$ cat config.mk
export PLATFORM = sky130hd
export DESIGN_NAME = load_return_unit
export DESIGN_NICKNAME = d
export VERILOG_FILES = /design/src/rtl/load_return_unit.sv
export SDC_FILE = /design/constraint.sdc
export NUM_CORES = 1
export LEC_CHECK = 0
export ABC_CLOCK_PERIOD_IN_PS = 2800
export BUFFER_PORTS_ARGS = -buffer_cell sky130_fd_sc_hd__buf_2
export CORE_UTILIZATION = 54
export DETAILED_ROUTE_END_ITERATION = 12
export PLACE_DENSITY = 0.77
export SLEW_MARGIN = 10
export SYNTH_ARGS = -nofsm -noshare
export SYNTH_HDL_FRONTEND = slang
export SYNTH_SLANG_ARGS = --single-unit
$ cat constraint.sdc
create_clock -name clk -period 2.8 [get_ports clk]
set_input_delay 0.56 -clock clk [delete_from_list [all_inputs] [get_ports clk]]
set_output_delay 0.56 -clock clk [all_outputs]
set_load 0.05 [all_outputs]
$ cat src/rtl/load_return_unit.sv
// load_return_unit
//   Collects a decoded load from stage 3 and waits a variable number of cycles
//   for the data-memory response. It then aligns and extends the returned word
//   and holds the result for writeback under a valid/ready handshake. While a
//   load is outstanding or its result is unconsumed, the unit stalls upstream.
//
// Parameters
//   TIMEOUT_CYCLES  cycles in WAIT without a response before forced completion
//   CNT_W           wait-counter width, 2**CNT_W > TIMEOUT_CYCLES
//
// Ports
//   clk, rst        clock, asynchronous active-high reset
//   req_valid       stage 3 presents a memory op
//   ld_sel[2:0]     000 LB, 001 LH, 010 LW, 011 LBU, 100 LHU, others not a load
//   addr_lo[1:0]    byte offset of the load
//   req_rd[4:0]     destination register
//   dmem_rdata[31:0], dmem_rvalid   memory read response
//   wb_ready        writeback accepts the result
//   stall           upstream must hold (combinational)
//   wb_valid, wb_data[31:0], wb_rd[4:0], misaligned, timeout   registered result
module load_return_unit #(
  parameter int TIMEOUT_CYCLES = 255,
  parameter int CNT_W          = 16
) (
  input  logic        clk,
  input  logic        rst,
  input  logic        req_valid,
  input  logic [2:0]  ld_sel,
  input  logic [1:0]  addr_lo,
  input  logic [4:0]  req_rd,
  input  logic [31:0] dmem_rdata,
  input  logic        dmem_rvalid,
  input  logic        wb_ready,
  output logic        stall,
  output logic        wb_valid,
  output logic [31:0] wb_data,
  output logic [4:0]  wb_rd,
  output logic        misaligned,
  output logic        timeout
);

  typedef enum logic [1:0] {
    S_IDLE = 2'd0,
    S_WAIT = 2'd1,
    S_RESP = 2'd2
  } state_t;

  localparam logic [CNT_W-1:0] CNT_LAST = CNT_W'(TIMEOUT_CYCLES - 1);

  state_t            state_q, state_d;
  logic [CNT_W-1:0]  cnt_q;
  logic [2:0]        sel_q;
  logic [1:0]        off_q;
  logic [4:0]        rd_q;

  logic              is_load;
  logic              handshake;
  logic              accept;
  logic              cnt_expired;
  logic              finish_wait;
  logic [7:0]        byte_v;
  logic [15:0]       half_v;
  logic [31:0]       ext_data;
  logic              ext_misalign;

  assign is_load     = req_valid && (ld_sel <= 3'b100);
  assign handshake   = (state_q == S_RESP) && wb_ready;
  // A new load may enter in the same cycle the previous result retires.
  assign accept      = is_load && ((state_q == S_IDLE) || handshake);
  assign cnt_expired = (cnt_q == CNT_LAST);
  assign finish_wait = (state_q == S_WAIT) && (dmem_rvalid || cnt_expired);

  // Releasing stall in the handshake cycle lets upstream advance without a bubble.
  assign stall = (state_q == S_WAIT) || ((state_q == S_RESP) && !wb_ready);

  // Byte/half selection uses the offset latched at acceptance, not the live one.
  always_comb begin
    // NOTE: every combinational output gets a default first so no path infers a latch.
    ext_data     = '0;
    ext_misalign = 1'b0;
    unique case (off_q)
      2'd0:    byte_v = dmem_rdata[7:0];
      2'd1:    byte_v = dmem_rdata[15:8];
      2'd2:    byte_v = dmem_rdata[23:16];
      default: byte_v = dmem_rdata[31:24];
    endcase
    half_v = off_q[1] ? dmem_rdata[31:16] : dmem_rdata[15:0];
    unique case (sel_q)
      3'b000:  ext_data = {{24{byte_v[7]}}, byte_v};
      3'b001:  begin
                 ext_data     = {{16{half_v[15]}}, half_v};
                 ext_misalign = off_q[0];
               end
      3'b010:  begin
                 ext_data     = dmem_rdata;
                 ext_misalign = (off_q != 2'd0);
               end
      3'b011:  ext_data = {24'd0, byte_v};
      3'b100:  begin
                 ext_data     = {16'd0, half_v};
                 ext_misalign = off_q[0];
               end
      default: ext_data = '0;
    endcase
  end

  always_comb begin
    state_d = state_q;
    unique case (state_q)
      S_IDLE:  if (accept) state_d = S_WAIT;
      S_WAIT:  if (dmem_rvalid || cnt_expired) state_d = S_RESP;
      S_RESP:  if (wb_ready) state_d = accept ? S_WAIT : S_IDLE;
      default: state_d = S_IDLE;
    endcase
  end

  always_ff @(posedge clk or posedge rst) begin
    if (rst) state_q <= S_IDLE;
    // NOTE: clocked state uses non-blocking assignment so every register samples pre-edge values.
    else     state_q <= state_d;
  end

  always_ff @(posedge clk or posedge rst) begin
    if (rst) begin
      cnt_q      <= '0;
      sel_q      <= '0;
      off_q      <= '0;
      rd_q       <= '0;
      wb_valid   <= 1'b0;
      wb_data    <= '0;
      wb_rd      <= '0;
      misaligned <= 1'b0;
      timeout    <= 1'b0;
    end else begin
      if (accept) begin
        sel_q <= ld_sel;
        off_q <= addr_lo;
        rd_q  <= req_rd;
        cnt_q <= '0;
      end else if ((state_q == S_WAIT) && !dmem_rvalid && !cnt_expired) begin
        cnt_q <= cnt_q + 1'b1;
      end

      if (finish_wait) begin
        wb_valid <= 1'b1;
        wb_rd    <= rd_q;
        if (dmem_rvalid) begin
          // A misaligned load still drains the response but returns zero.
          wb_data    <= ext_misalign ? 32'd0 : ext_data;
          misaligned <= ext_misalign;
          timeout    <= 1'b0;
        end else begin
          wb_data    <= '0;
          misaligned <= 1'b0;
          timeout    <= 1'b1;
        end
      end else if (handshake) begin
        wb_valid   <= 1'b0;
        misaligned <= 1'b0;
        timeout    <= 1'b0;
      end
    end
  end

endmodule
== Word level (Yosys, flattened, before mapping) ==
Cells that the tools add are included.

* Flip-flop bits (word level): 68
* Output and inout port bits: 41

* Add/sub/neg operators: 1
* Magnitude comparators: 1
* Eq/ne operators: 12
* Mux-type cells: 19
* Reductions and logical operators: 21

{| class="wikitable"
|+ Operators with widths
! operator !! number
|-
| $pmux 32 s5 || 1
|-
| $mux 32 || 2
|-
| $mux 16 || 3
|-
| $pmux 8 s3 || 1
|-
| $add 16x1->16 const B || 1
|-
| $eq 16x8->1 const B || 1
|-
| $logic_and 1x1->1 || 7
|-
| $mux 1 || 7
|-
| $eq 3x2->1 const B || 2
|-
| $mux 2 || 3
|-
| $pmux 2 s3 || 1
|-
| $reduce_bool 2->1 || 3
|-
| $eq 2x1->1 const B || 2
|-
| $eq 2x2->1 const B || 2
|-
| $logic_not 2->1 || 2
|-
| $ne 2x2->1 const B || 2
|-
| $eq 3x1->1 const B || 1
|-
| $eq 3x3->1 const B || 1
|-
| $le 3x3->1 const B || 1
|-
| $logic_not 1->1 || 3
|-
| $logic_not 3->1 || 1
|-
| $logic_or 1x1->1 || 3
|-
| $reduce_and 3->1 || 1
|-
| $ne 2x1->1 const B || 1
|-
| other kinds (2) || 2
|}

== Depth between registers and ports, before layout ==
Gate-level depths: netlist (run 1).

* Depth after elaboration: 7
* Depth in mapped cells: 8

== Least setup slack after synthesis (run 1) ==
No wires, ideal clock.

* Path type: input -> output
* From: in wb_ready
* To: out stall
* Data arrival time: 1.467 ns
* Required time: 2.240 ns
* Setup slack: 0.773 ns
* Stages on the path: 2
* Buffers on the path: 0
* Cells stage by stage: nand2b_1 > o21bai_1

* Cells in the longest elaborated chain, start to end: 3

{| class="wikitable"
|+ RTL lines
! element !! RTL line !! source
|-
| from (decl) || 33 || <nowiki>input logic wb_ready,</nowiki>
|-
| $logic_not 1->1 || 74 || <nowiki>assign stall = (state_q == S_WAIT) || ((state_q == S_RESP) && !wb_ready);</nowiki>
|-
| $logic_and 1x1->1 || 74 ||
|-
| $logic_or 1x1->1 || 74 ||
|-
| to (decl) || 34 || <nowiki>output logic stall,</nowiki>
|}

Every way passes these cells.

== Final worst setup path (run 1) ==
* From: reg off_q[1]
* To: reg wb_data[14]

* Cells in the longest elaborated chain, start to end: 5
* Elaborated cells between the ends (all ways): 10

{| class="wikitable"
|+ RTL lines
! element !! RTL line !! source
|-
| from (decl) || 53 || <nowiki>logic [1:0] off_q;</nowiki>
|-
| from (signal assigned) || 137 || <nowiki>off_q <= addr_lo;</nowiki>
|-
| $eq 2x2->1 (tied with other cells) || 81 || <nowiki>unique case (off_q)</nowiki>
|-
| $pmux 8 s3 || 81 ||
|-
| $pmux 32 s5 || 88 || <nowiki>unique case (sel_q)</nowiki>
|-
| $mux 32 * || 149 || <nowiki>wb_data <= ext_misalign ? 32'd0 : ext_data;</nowiki>
|-
| $mux 32 * || 147 || <nowiki>if (dmem_rvalid) begin</nowiki>
|-
| to (signal assigned) || 149 ||
|-
| to (decl) || 36 || <nowiki>output logic [31:0] wb_data,</nowiki>
|}

Every way passes the cells marked *; elsewhere a longest branch is shown, timed or not.
A chain may end at the register's enable or synchronous reset.

==> results of run 1 <==
cell families (layout without fill, tap and decap cells):
kind of cell	after synthesis	after routing	synth area share
flip-flops	68	68	0.457
adder cells (fa/ha/maj)	2	2	0.00671
AND/OR/NAND/NOR	98	98	0.154
buffers and inverters	39	124	0.0581
multiplexers	18	18	0.0769
XOR/XNOR	3	3	0.00705
AO/OA/AOI/OAI	109	109	0.240
metal layers:
layer,vias up,track usage,routed length [um]
li1,1495,-,-
met1,1527,0.408,4280
met2,160,0.393,4040
met3,26,0.0506,729
met4,0,0.105,226
met5,-,0,0
power by group through the flow:
stage | clock [mW] | combinational (mW) | sequential, mW
6_report | 0.872 | 2.37 | 1.52
5_1_grt | 0.922 | 2.51 | 1.56
4_1_cts | 0.881 | 2.36 | 1.52
3_5_place_dp | 0 | 2.35 | 1.53
3_3_place_gp | 0 | 2.30 | 1.53
2_1_floorplan | 0 | 1.08 | 2.30
state kept, by name, summed over array words and instances, names as in the netlist:
| name | count |
|---|---|
| cnt_q | 16 |
| misaligned | 1 |
| off_q | 2 |
| rd_q | 5 |
| sel_q | 3 |
| state_q | 2 |
| timeout | 1 |
| wb_data | 32 |
| wb_rd | 5 |
| wb_valid | 1 |
per-stage QoR:
stage	power (mW)	setup slack, ns
after floorplan	3.38	0.528
after global placement	3.83	0.589
after detailed placement	3.88	0.489
after CTS	4.76	0.462
after global routing	4.99	0.293
final	4.76	0.464
worst max path at each step:
stage,start,endpoint,cells after the start
4_1_cts,cnt_q[0]$_DFFE_PP0P_,wb_data[30]$_DFFE_PP0P_,7
3_3_place_gp,cnt_q[0]$_DFFE_PP0P_,wb_data[25]$_DFFE_PP0P_,7
6_report,off_q[1]$_DFFE_PP0P_,wb_data[14]$_DFFE_PP0P_,4
5_1_grt,off_q[1]$_DFFE_PP0P_,wb_data[27]$_DFFE_PP0P_,4
3_5_place_dp,cnt_q[0]$_DFFE_PP0P_,wb_data[9]$_DFFE_PP0P_,7
2_1_floorplan,rst,cnt_q[0]$_DFFE_PP0P_,1
layout by cell type, fill, tap and decap left out, types with 2 or more instances in the layout:
master | synthesis | layout
a21oi_1 | 12 | 12
a221o_1 | 8 | 8
a221oi_1 | 16 | 16
a32oi_1 | 16 | 16
and2_1 | 2 | 2
and4_4 | 2 | 2
buf_2 | 8 | 87
buf_4 | 6 | 11
clkbuf_8 | 0 | 13
dfrtp_1 | 68 | 68
ha_1 | 2 | 2
inv_1 | 7 | 6
inv_2 | 1 | 2
mux2_1 | 3 | 3
mux2_2 | 2 | 2
mux2i_1 | 5 | 5
mux4_2 | 8 | 8
nand2_1 | 34 | 34
nand2b_1 | 2 | 2
nand3_1 | 22 | 22
nand4_1 | 3 | 3
nor2_1 | 3 | 3
nor2b_1 | 3 | 3
nor3_1 | 3 | 3
nor3b_2 | 2 | 2
nor4_1 | 2 | 2
o21a_1 | 2 | 2
o21ai_0 | 8 | 8
o21ai_1 | 3 | 3
o2bb2ai_1 | 24 | 24
o31ai_1 | 7 | 7
or3_1 | 3 | 3
or4_1 | 7 | 7
xnor2_1 | 2 | 2
final cells by class:
type / count / share of cell area
inverters: 9 / 0.00768
clock buffers: 13 / 0.0407
multi-input cells: 230 / 0.411
flip-flops and latches: 68 / 0.387
repair buffers: 99 / 0.122
well taps: 77 / 0.0219
clock inverters: 3 / 0.00967
==> impl_results.md, run 1 <==
- Detailed Place HPWL: 6.65 mm
- Hold-fix buffers, CTS: 0
- Power Density: 1080 nW/um^2
- Hold Vio Cnt, Final: 0
- Delay-heaviest family, CP: compound AO/OA/AOI/OAI gates
- Reg-to-Reg Start: off_q[1]$_DFFE_PP0P_
- Clk_skew: 0.00703 ns
- Worst min-delay path category: input port to async pin
- Post-Layout Cell Count: 499
- Worst-path clk slew: 0.07 ns
- Sequential area share after synthesis: 0.457
- Crit path max-delay cell type: o211ai_1
- CP peak stage delay: 0.73 ns
- Switching part of the total: 0.468
- Syn Area/Cell: 11.1 um^2
- Ant. Diodes: 0
- Sw Pwr: 2.22 mW
- WP data arrival: 2.54 ns
- Mapped Area: 3730 um^2
- Post-route clock period utilization: 0.834
- GPL Wtd Cong: 0.921
- Relative slew slack: 0.224
- 1st-pass router iterations: 8
- Site row count: 29
- Post-synth top cells: dfrtp_1, nand2_1, o2bb2ai_1
- CP Max Fanout: 24
- # IOs: 88
- Sequential cell area: 1700 um^2
- Top post-synthesis cells by area: dfrtp_1, o2bb2ai_1, mux4_2
- Flop-to-flop setup slack: 0.46 ns
- Nature of the critical path endpoint: register
- Antenna violations before repair: 0
- Cell accounting for the most synthesized area: dfrtp_1
- Vias/cell: 6.43
- Number of DRC markers in iteration 0: 355
- H-tree depth: 3
- Initial Utilization: 0.574
- Finished layout cell area: 4400 um^2
- Logic pwr share: 0.498
- Syn Nets: 386
- Layout cells sized above 1: 0.334
- Worst-case reg-to-reg path depth: 4
- Area grow syn2layout: 18.1%
- Core area: 6490 um^2
- Yosys reg bits: 68
- Sequential power share: 0.319
- Fillers: 520
- Antenna Nets Post-Route: 0
- First-pass GRT wire length: 15.3 mm
- Placement Cell Area: 4180 um^2
- Total global routing overflow: 0
- Die area: 7240 um^2
- WS Path Type: register to register
- Routed Wire Length: 9.27 mm
- Worst path bufs/invs: 0
- Max Freq: 428 MHz
- Critical-path cell list: o21ai_1 -> o211ai_1 -> a21o_2 -> o2bb2ai_1
- Cells after DPL: 483
- Cts repair resizes: 0
- Final nets: 466
- Post-synth EDFFs: 0
- Latest clock arrival within the worst-skew pair: 0.34 ns
- Setup violators final: 0
- Cells after Synth: 337
- CTS tree: yes
- Port-buffer cells: 87
- Worst EP required: 3.01 ns
- RSZ-0062 raised after global routing: false
- Clock power frac: 0.183
- Startpoint Class: register
- Max-cap violation count: 0
- Critical register-to-register path endpoint: wb_data[14]$_DFFE_PP0P_
- Vias in the first global route: 3,056
- Yosys warns: 0
- Chip width: 85.1 um
- Status: finished, final reports clean
- Max Root-Sink Buffers: 2
- Area of the multi-input gates: 1810 um^2
- Synth cell types: 61
- P_int: 2.53 mW
- Count leader, synth: dfrtp_1
- Post CTS Setup Buffer Count: 0
- Layout Utilization: 0.678
- Period minus WS final: 2.34 ns
- GRT Resource Usage Total: 0.272
- Final total negative setup slack: 0 ns
- Worst ir drop on vdd: 0.668 mV
- TritonCTS Sinks: 68
- DR WL/cell: 18.6 um
- Leak: 1.98 nW
- Num CTS Buffers: 9
- Vias: 3,208
- Post-synth top flop: dfrtp_1
- Die Ht: 85.1 um
- Fin. max-slew vios: 0
- Minimum hold slack: 0.223 ns
- Synth async-reset ratio: 1.00
- Largest net degree at the start of global routing: 26
- Root Driver: clkbuf_8
- Worst-Margin Slew: 1.16 ns
- Top-area cell type share of the netlist area: 0.457
- Residual DRC count: 0
Power figures use the tool's default switching activity.
==> run 2: changes to the inputs <==
--- a/config.mk
+++ b/config.mk
@@ -5,7 +5,7 @@
 export SDC_FILE = /design/constraint.sdc
 export NUM_CORES = 1
 export LEC_CHECK = 0
-export ABC_CLOCK_PERIOD_IN_PS = 2800
+export ABC_CLOCK_PERIOD_IN_PS = 2300
 export BUFFER_PORTS_ARGS = -buffer_cell sky130_fd_sc_hd__buf_2
 export CORE_UTILIZATION = 54
 export DETAILED_ROUTE_END_ITERATION = 12
==> constraint.sdc (replaced) <==
create_clock -name clk -period 2.3 [get_ports clk]
set_input_delay 0.46 -clock clk [delete_from_list [all_inputs] [get_ports clk]]
set_output_delay 0.46 -clock clk [all_outputs]
set_load 0.05 [all_outputs]
==> run 2 against run 1 <==
Cell count grew 1.0%. Clock skew grew 0.0017 ns. Via count grew 2.3%. Die area is the same. Utilization grew 0.89 points. Global-route usage grew 0.17 points. Wire length grew 1.2%. Register-to-register slack lost 0.29 ns. Fmax grew 10%. Highest routed layer unchanged.
==> impl_results.md, run 2 (same netlist as run 1, synthesis figures left out) <==
- Total global routing overflow: 0 (unchanged)
- Site row count: 29 (unchanged)
- Latest clock arrival within the worst-skew pair: 0.35 ns (was 0.34 ns)
- Post-route clock period utilization: 0.923 (was 0.834)
- Residual DRC count: 0 (unchanged)
- TritonCTS Sinks: 68 (unchanged)
- CP Max Fanout: 18 (was 24)
- Vias: 3,281 (was 3,208)
- RSZ-0062 raised after global routing: false (unchanged)
- Core area: 6490 um^2 (unchanged)
- Antenna Nets Post-Route: 0 (unchanged)
- WS Path Type: register to register (unchanged)
- Top flop regs: wb_data x32, cnt_q x16 (unchanged)
- Max Freq: 471 MHz (was 428 MHz)
- Status: finished, final reports clean (unchanged)
- Num CTS Buffers: 9 (unchanged)
- H-tree depth: 3 (unchanged)
- Max reg flops: 32 (unchanged)
- Most flop-heavy register: wb_data (unchanged)
- Port-buffer cells: 87 (unchanged)
- Layout cells sized above 1: 0.344 (was 0.334)
- Die Ht: 85.1 um (unchanged)
- Fillers: 516 (was 520)
- Relative slew slack: 0.504 (was 0.224)
- Leak: 2.01 nW (was 1.98 nW)
- Antenna violations before repair: 0 (unchanged)
- Cells after DPL: 488 (was 483)
- Power Density: 1320 nW/um^2 (was 1080 nW/um^2)
- Die area: 7240 um^2 (unchanged)
- Reg-to-Reg Start: cnt_q[0]$_DFFE_PP0P_ (was off_q[1]$_DFFE_PP0P_)
- Setup violators final: 0 (unchanged)
- CTS tree: yes (unchanged)
- Vias/cell: 6.51 (was 6.43)
- Max Root-Sink Buffers: 2 (unchanged)
- Final nets: 471 (was 466)
- Root Driver: clkbuf_8 (unchanged)
- Detailed Place HPWL: 6.76 mm (was 6.65 mm)
- Initial Utilization: 0.574 (unchanged)
- Worst min-delay path category: input port to async pin (unchanged)
- Chip width: 85.1 um (unchanged)
- Most frequent cells in the layout: buf_2, dfrtp_1, nand2_1 (unchanged)
- Critical Path Start: cnt_q[0]$_DFFE_PP0P_ (was off_q[1]$_DFFE_PP0P_)
- Hold-fix buffers, CTS: 0 (unchanged)
- # IOs: 88 (unchanged)
- Clk_skew: 0.00871 ns (was 0.00703 ns)
- Final total negative setup slack: 0 ns (unchanged)
- DR WL/cell: 18.6 um (about the same)
- Fin. max-slew vios: 0 (unchanged)
- WP data arrival: 2.35 ns (was 2.54 ns)
- Post-Layout Cell Count: 504 (was 499)
- Largest net degree at the start of global routing: 26 (unchanged)
- Worst-case reg-to-reg path depth: 7 (was 4)
- Worst-path clk slew: 0.07 ns (about the same)
- Area grow syn2layout: 19.6% (was 18.1%)
- Ant. Diodes: 0 (unchanged)
- Period minus WS final: 2.12 ns (was 2.34 ns)
- Nature of the critical path endpoint: register (unchanged)
- Worst-Margin Slew: 0.744 ns (was 1.16 ns)
- Number of DRC markers in iteration 0: 287 (was 355)
- Post CTS Setup Buffer Count: 0 (unchanged)
- Worst EP required: 2.53 ns (was 3.01 ns)
- Startpoint Class: register (unchanged)
- Max-cap violation count: 0 (unchanged)
- Commonest non-fill, non-tap cell in the layout: buf_2 (unchanged)
- Hold Vio Cnt, Final: 0 (unchanged)
- 1st-pass router iterations: 5 (was 8)
- GRT Resource Usage Total: 0.274 (was 0.272)
- First-pass GRT wire length: 15.4 mm (was 15.3 mm)
- Routed Wire Length: 9.38 mm (was 9.27 mm)
- GPL Wtd Cong: 0.911 (was 0.921)
- Worst ir drop on vdd: 0.782 mV (was 0.668 mV)
- Vias in the first global route: 2,995 (was 3,056)
## run 2: worst max-delay path, cell delays in order, from the launching register on
cell and delay, ns:
dfrtp_1 0.42, inv_1 0.07, ha_1 0.13, nor4b_2 0.23, and4_4 0.38, o21ai_2 0.17, buf_4 0.25, a221o_1 0.36
## run 2: timing repair
item,CTS,global route
gates resized for setup,0,1
endpoints found under the setup margin,0,16
endpoints found under the hold margin,0,0
## run 2: final cells by class
cell class              count  area, um^2  share of cell area
clock buffers              10         138              0.0309
well taps                  77        96.3              0.0216
inverters                   9        33.8             0.00758
clock inverters             6        87.6              0.0196
flip-flops and latches     68        1700               0.382
repair buffers            104         588               0.132
multi-input cells         230        1810               0.407
## run 2: routing by layer
layer | vias up | global-route usage | share of wire
met2 | 157 | 0.397 | 0.44
met5 | - | 0 | 0
met3 | 26 | 0.0652 | 0.076
met1 | 1590 | 0.409 | 0.46
met4 | 0 | 0.0817 | 0.021
li1 | 1508 | - | -
## run 2: path summary, 6_finish.rpt
kind	end	slack, ns
setup / recovery	wb_data[2]$_DFFE_PP0P_	0.18
hold / removal	rd_q[1]$_DFFE_PP0P_	0.17
setup reg to reg	wb_data[2]$_DFFE_PP0P_	0.18
hold reg to reg	rd_q[0]$_DFFE_PP0P_	0.47
max in group asynchronous	wb_data[23]$_DFFE_PP0P_	1.59
min in group clk	rd_q[0]$_DFFE_PP0P_	0.30
## run 2: metrics by stage
step	hold slack, ns	setup WS, ns	total power, mW	area [um^2]	utilization
3_5_place_dp	0.458	0.101	4.76	4230	0.651
5_1_grt	0.204	0.0413	6.16	4460	0.686
6_report	0.170	0.178	5.88	4460	0.686
4_1_cts	0.176	0.0367	5.88	4450	0.686
3_3_place_gp	0.452	0.185	4.70	4230	0.651
2_1_floorplan	0.438	0.128	4.11	3730	-
## run 2: power by group
part,internal (mW),leakage (nW),switching [mW]
sequential,1.57,0.900,0.323
combinational,0.935,0.993,1.95
clock,0.639,0.116,0.460
